<file path="src/rtl/hc02_tester_pkg.sv">
// Shared types and constants for the quad 2-input NOR (74HC02) tester.
// Holds the FSM encoding, the four-entry stimulus table and the error counter width.
package hc02_tester_pkg;

  typedef enum logic [1:0] {
    ST_IDLE   = 2'd0,
    ST_SETTLE = 2'd1,
    ST_SAMPLE = 2'd2,
    ST_DONE   = 2'd3
  } state_t;

  localparam int ERR_W   = 8;
  localparam int NUM_VEC = 4;

  // Bit i of each table is the value for vector index i: (a,b) = 00,01,10,11.
  localparam logic [NUM_VEC-1:0] VEC_A = 4'b1100;
  localparam logic [NUM_VEC-1:0] VEC_B = 4'b1010;
  localparam logic [NUM_VEC-1:0] VEC_Y = 4'b0001;

  function automatic logic [ERR_W-1:0] sat_add(input logic [ERR_W-1:0] acc, input logic [31:0] inc);
    logic [31:0] sum;
    logic [31:0] max_v;
    sum   = {{(32-ERR_W){1'b0}}, acc} + inc;
    max_v = {{(32-ERR_W){1'b0}}, {ERR_W{1'b1}}};
    if (sum > max_v) begin
      return {ERR_W{1'b1}};
    end else begin
      return sum[ERR_W-1:0];
    end
  endfunction

endpackage

</file>
<file path="src/rtl/sync2.sv">
// Two-flop synchronizer with synchronous reset for asynchronous input pins.
module sync2 #(
  parameter int WIDTH = 1
) (
  input  logic             clk,
  input  logic             rst,
  input  logic [WIDTH-1:0] d,
  output logic [WIDTH-1:0] q
);

  logic [WIDTH-1:0] meta_r;
  logic [WIDTH-1:0] sync_r;

  // Metastability stage followed by the stable output stage.
  always_ff @(posedge clk) begin
    if (rst) begin
      meta_r <= '0;
      sync_r <= '0;
    end else begin
      meta_r <= d;
      sync_r <= meta_r;
    end
  end

  assign q = sync_r;

endmodule

</file>
<file path="src/rtl/hc02_tester.sv">
// Drives all four NOR truth-table vectors into GATES parallel gates, samples the
// synchronized outputs after a settle window and accumulates per-gate mismatches.
module hc02_tester
  import hc02_tester_pkg::*;
#(
  parameter int GATES         = 4,
  parameter int SETTLE_CYCLES = 4
) (
  input  logic             clk,
  input  logic             rst,
  input  logic             start,
  output logic [GATES-1:0] drive_a,
  output logic [GATES-1:0] drive_b,
  input  logic [GATES-1:0] sense_y,
  output logic             busy,
  output logic             done,
  output logic             pass,
  output logic [GATES-1:0] fail_mask,
  output logic [ERR_W-1:0] err_count
);

  // Nine bits so that SETTLE_CYCLES=255 still reloads as 256.
  localparam logic [8:0] CNT_LOAD = 9'(SETTLE_CYCLES + 1);

  state_t           state_r, state_s;
  logic [1:0]       idx_r, idx_s;
  logic [8:0]       cnt_r, cnt_s;
  logic [GATES-1:0] drive_a_r, drive_a_s;
  logic [GATES-1:0] drive_b_r, drive_b_s;
  logic             busy_r, busy_s;
  logic             done_r, done_s;
  logic             pass_r, pass_s;
  logic [GATES-1:0] fail_mask_r, fail_mask_s;
  logic [ERR_W-1:0] err_count_r, err_count_s;
  logic [GATES-1:0] sense_sync_s;
  logic [GATES-1:0] mismatch_s;

  function automatic logic [31:0] popcount(input logic [GATES-1:0] v);
    logic [31:0] n;
    n = 32'd0;
    for (int i = 0; i < GATES; i++) begin
      n = n + {31'd0, v[i]};
    end
    return n;
  endfunction

  sync2 #(.WIDTH(GATES)) u_sync (
    .clk (clk),
    .rst (rst),
    .d   (sense_y),
    .q   (sense_sync_s)
  );

  // Next-state, datapath update and next values of the registered outputs.
  always_comb begin
    state_s     = state_r;
    idx_s       = idx_r;
    cnt_s       = cnt_r;
    fail_mask_s = fail_mask_r;
    err_count_s = err_count_r;
    pass_s      = pass_r;
    mismatch_s  = '0;
    case (state_r)
      ST_IDLE: begin
        if (start) begin
          idx_s       = 2'd0;
          cnt_s       = CNT_LOAD;
          fail_mask_s = '0;
          err_count_s = '0;
          pass_s      = 1'b0;
          state_s     = ST_SETTLE;
        end else begin
          state_s = ST_IDLE;
        end
      end
      ST_SETTLE: begin
        if (cnt_r == 9'd0) begin
          state_s = ST_SAMPLE;
        end else begin
          cnt_s = cnt_r - 9'd1;
        end
      end
      ST_SAMPLE: begin
        mismatch_s  = sense_sync_s ^ {GATES{VEC_Y[idx_r]}};
        fail_mask_s = fail_mask_r | mismatch_s;
        err_count_s = sat_add(err_count_r, popcount(mismatch_s));
        if (idx_r != 2'd3) begin
          idx_s   = idx_r + 2'd1;
          cnt_s   = CNT_LOAD;
          state_s = ST_SETTLE;
        end else begin
          // pass must already reflect the final sample while done is high
          pass_s  = (fail_mask_s == '0);
          state_s = ST_DONE;
        end
      end
      ST_DONE: begin
        state_s = ST_IDLE;
      end
      default: begin
        state_s = ST_IDLE;
      end
    endcase

    busy_s = (state_s != ST_IDLE);
    done_s = (state_s == ST_DONE);
    if ((state_s == ST_SETTLE) || (state_s == ST_SAMPLE)) begin
      drive_a_s = {GATES{VEC_A[idx_s]}};
      drive_b_s = {GATES{VEC_B[idx_s]}};
    end else begin
      drive_a_s = '0;
      drive_b_s = '0;
    end
  end

  // State, sequencing and output registers.
  always_ff @(posedge clk) begin
    if (rst) begin
      state_r     <= ST_IDLE;
      idx_r       <= 2'd0;
      cnt_r       <= 9'd0;
      drive_a_r   <= '0;
      drive_b_r   <= '0;
      busy_r      <= 1'b0;
      done_r      <= 1'b0;
      pass_r      <= 1'b0;
      fail_mask_r <= '0;
      err_count_r <= '0;
    end else begin
      state_r     <= state_s;
      idx_r       <= idx_s;
      cnt_r       <= cnt_s;
      drive_a_r   <= drive_a_s;
      drive_b_r   <= drive_b_s;
      busy_r      <= busy_s;
      done_r      <= done_s;
      pass_r      <= pass_s;
      fail_mask_r <= fail_mask_s;
      err_count_r <= err_count_s;
    end
  end

  assign drive_a   = drive_a_r;
  assign drive_b   = drive_b_r;
  assign busy      = busy_r;
  assign done      = done_r;
  assign pass      = pass_r;
  assign fail_mask = fail_mask_r;
  assign err_count = err_count_r;

endmodule
</file>
<file path="config.mk">
export PLATFORM = sky130hd
export DESIGN_NAME = hc02_tester
export DESIGN_NICKNAME = d
export VERILOG_FILES = /design/src/rtl/hc02_tester_pkg.sv /design/src/rtl/sync2.sv /design/src/rtl/hc02_tester.sv
export SDC_FILE = /design/constraint.sdc
export NUM_CORES = 1
export LEC_CHECK = 0
export BUFFER_PORTS_ARGS = -buffer_cell sky130_fd_sc_hd__buf_2
export CAP_MARGIN = 15
export CORE_UTILIZATION = 35
export CTS_BUF_LIST = sky130_fd_sc_hd__clkbuf_16
export CTS_CLUSTER_SIZE = 28
export DETAILED_ROUTE_END_ITERATION = 10
export PLACE_DENSITY = 0.64
export SLEW_MARGIN = 25
export SYNTH_ARGS = -nofsm -noshare
export SYNTH_HDL_FRONTEND = slang
export SYNTH_SLANG_ARGS = --single-unit
</file>
<file path="constraint.sdc">
create_clock -name clk -period 4.25 [get_ports clk]
set_input_delay 1.275 -clock clk [delete_from_list [all_inputs] [get_ports clk]]
set_output_delay 1.275 -clock clk [all_outputs]
set_load 0.005 [all_outputs]
</file>
==> reports/summary.txt <==
Top post-synthesis cells by count -> dfxtp_1 (38), nor2_1 (22), nor2b_1 (17)
Post-DP HPWL -> 2540 µm
Slew Viols, Final -> 0
Synth-to-Final Area Change -> 15.5%
Max FO, Critical Path -> 6
Largest net degree at the start of global routing -> 32
NumNets Final -> 239
Vias per cell -> 4.90
Diodes inserted -> 0
Area leader, netlist -> dfxtp_1
Mapped Nets -> 217
Antenna viol nets, final -> 0
CTS HTree Levels -> 2
Hold Buf Count CTS -> 0
Syn Std Cell Area -> 0.00179 mm²
GPL Wtd Cong -> 0.809
Worst skew pair latency -> 0.28 ns
Clk sinks -> 38
Final WL -> 3600 µm
CTS max path bufs -> 2
Die area -> 0.00541 mm²
Family with the most delay on the worst path -> adder cells
WP buf/inv -> 1
Final hold viol count -> 0
Final period util -> 70.2%
Routed WL per cell -> 12.3 µm
Total GRT Usage -> 14.7%
Site Rows -> 25
Req. time, crit path -> 4.45 ns
WP data arrival -> 3.19 ns
Top FF cell, synth -> dfxtp_1
Sum of negative setup slack -> 0 ns
Routed via count -> 1,432
I/O pin cnt -> 30
Most common cell in the netlist -> dfxtp_1
Top cells by area, synth -> dfxtp_1 (42%), nor2b_1 (5.9%), nor2_1 (4.6%)
Final worst path period need -> 2.98 ns
Layout Cell Area excl Fill -> 0.00207 mm²
Share of layout cells above drive strength 1 -> 18.7%
Yosys warns -> 0
CTS tree -> yes
DRC viols -> 0
Clock Skew -> 0.00758 ns
RSZ-0062 raised after global routing -> false
Max Fclk -> 335 MHz
Placed Area -> 0.00194 mm²
VDD IR max -> 0.197 mV
Initial Util -> 37.2%
Hold WC Path Type -> reg2reg
Post-CTS setup buffer count -> 0
Setup slack, reg-to-reg -> 1.27 ns
I/O Buffers -> 29
Total grt overflow -> 0
Seq cells post-synth -> 38
Worst slew margin -> 50.6%
Yosys cell types -> 44
Die Y -> 73.6 µm
CP max stage delay -> 0.48 ns
Setup crit start kind -> register
Vias in the first global route -> 1,272
Worst Max-Slew Pin Slew -> 0.739 ns
Post-synth top area share -> 42.4%
CP cell instances -> nor2_1 > xnor2_1 > fa_1 > fa_1 > inv_1 > fa_1 > nand4_1 > nor2_1 > o21ai_0 > a21oi_1
Die W -> 73.6 µm
Most frequent CP cell -> fa_1
Crit. End Element -> register
First-pass DRT Iterations -> 4
Core area -> 0.00482 mm²
Root Driver -> clkbuf_16
CTS buffer count -> 5
FFs w/ async S/R, synth -> 0%
Status -> completed
P per Cell Area -> 491 mW/mm²
Synthesized area per cell -> 8.83 µm²
Worst-path clk slew -> 0.05 ns
Final setup viols -> 0
Gates resized, CTS repair -> 0
Leakage Power -> 0.861 nW
Type of the worst setup path -> reg2reg
CP max stage cell -> fa_1
Post-synthesis sequential area ratio -> 42.4%
First-pass GRT wire length -> 5850 µm
Syn Inst Count -> 203
DRT iter0 DRCs -> 46
Max-Cap Viols -> 0
Initial antenna violation count -> 0
Post-synth EDFFs -> 0
## cells in the final DEF, fill, tap and decap left out, types with 2 or more instances in the layout
| cell type | instances |
|---|---|
| or4_1 | 2 |
| o31ai_1 | 2 |
| nor3_1 | 7 |
| fa_1 | 3 |
| o21ai_0 | 15 |
| ha_1 | 4 |
| xor2_1 | 4 |
| nand4b_1 | 2 |
| dfxtp_1 | 38 |
| and2_1 | 4 |
| buf_2 | 29 |
| nand3_1 | 4 |
| nor2b_1 | 17 |
| a41oi_1 | 2 |
| xnor2_1 | 5 |
| nand2_1 | 13 |
| nand2b_1 | 3 |
| a21oi_1 | 11 |
| nor4_1 | 2 |
| nor2_1 | 22 |
| clkbuf_16 | 5 |
| inv_1 | 10 |
| nand4_1 | 2 |
## cell type report
type,count,area [µm²]
clock buffer,5,125
clock inverter,2,7.51
fill,500,2750
inverter,9,33.8
multi-input combinational,142,915
sequential,38,761
tap,67,83.8
timing repair buffer,29,145
## report_power, final
| part | leakage, nW | internal [W] | total (W) | switching (W) |
|---|---|---|---|---|
| logic | 0.479 | 0.000112 | 0.000248 | 0.000137 |
| registers | 0.310 | 0.000391 | 0.000424 | 0.0000339 |
| clock network | 0.0723 | 0.000210 | 0.000345 | 0.000135 |
## layer usage
layer	GRT usage [%]	up-vias	part of all wire, %
met2	22.5	37	46
li1	-	732	-
met5	0	-	0
met4	8.33	0	2.1
met3	4.66	5	4.1
met1	18.3	658	48
## stage by stage
step | util, % | std cells | hold WS (ns) | setup slack, ns | power [W]
2_1_floorplan | - | 203 | 0.414 | 1.60 | 0.000633
3_3_place_gp | 40.2 | 285 | 0.422 | 1.41 | 0.000678
3_5_place_dp | 40.2 | 285 | 0.426 | 1.29 | 0.000681
4_1_cts | 43.0 | 292 | 0.437 | 1.27 | 0.00103
5_1_grt | 43.0 | 292 | 0.456 | 0.997 | 0.00108
6_report | 43.0 | 292 | 0.432 | 1.27 | 0.00102
## flip-flops by register name, summed over array words and instances, names as in the netlist
| signal | cells |
|---|---|
| cnt_r | 9 |
| err_count | 8 |
| fail_mask | 4 |
| u_sync.meta_r | 4 |
| u_sync.q | 4 |
| idx_r | 2 |
| state_r | 2 |
| busy | 1 |
| done | 1 |
| drive_a | 1 |
| drive_b | 1 |
| pass | 1 |
## cells by family (layout without fill, tap and decap cells)
family | Yosys count | in the layout | synth area share [%]
AOI/OAI and AO/OA | 39 | 39 | 13.3
xor gates and xnor gates | 9 | 9 | 4.40
adders and majority gates | 7 | 7 | 6.14
buffers and inverters | 23 | 45 | 6.56
DFF | 38 | 38 | 42.4
and+or+nand+nor | 87 | 87 | 27.1
## worst paths after layout
check                        start           end  cells after the start
setup reg to reg          idx_r[0]  err_count[5]                     10
setup / recovery          idx_r[0]  err_count[5]                     10
hold reg to reg   u_sync.meta_r[1]   u_sync.q[1]                      1
hold / removal    u_sync.meta_r[1]   u_sync.q[1]                      1
No activity file was read; power rests on OpenSTA's default activity.
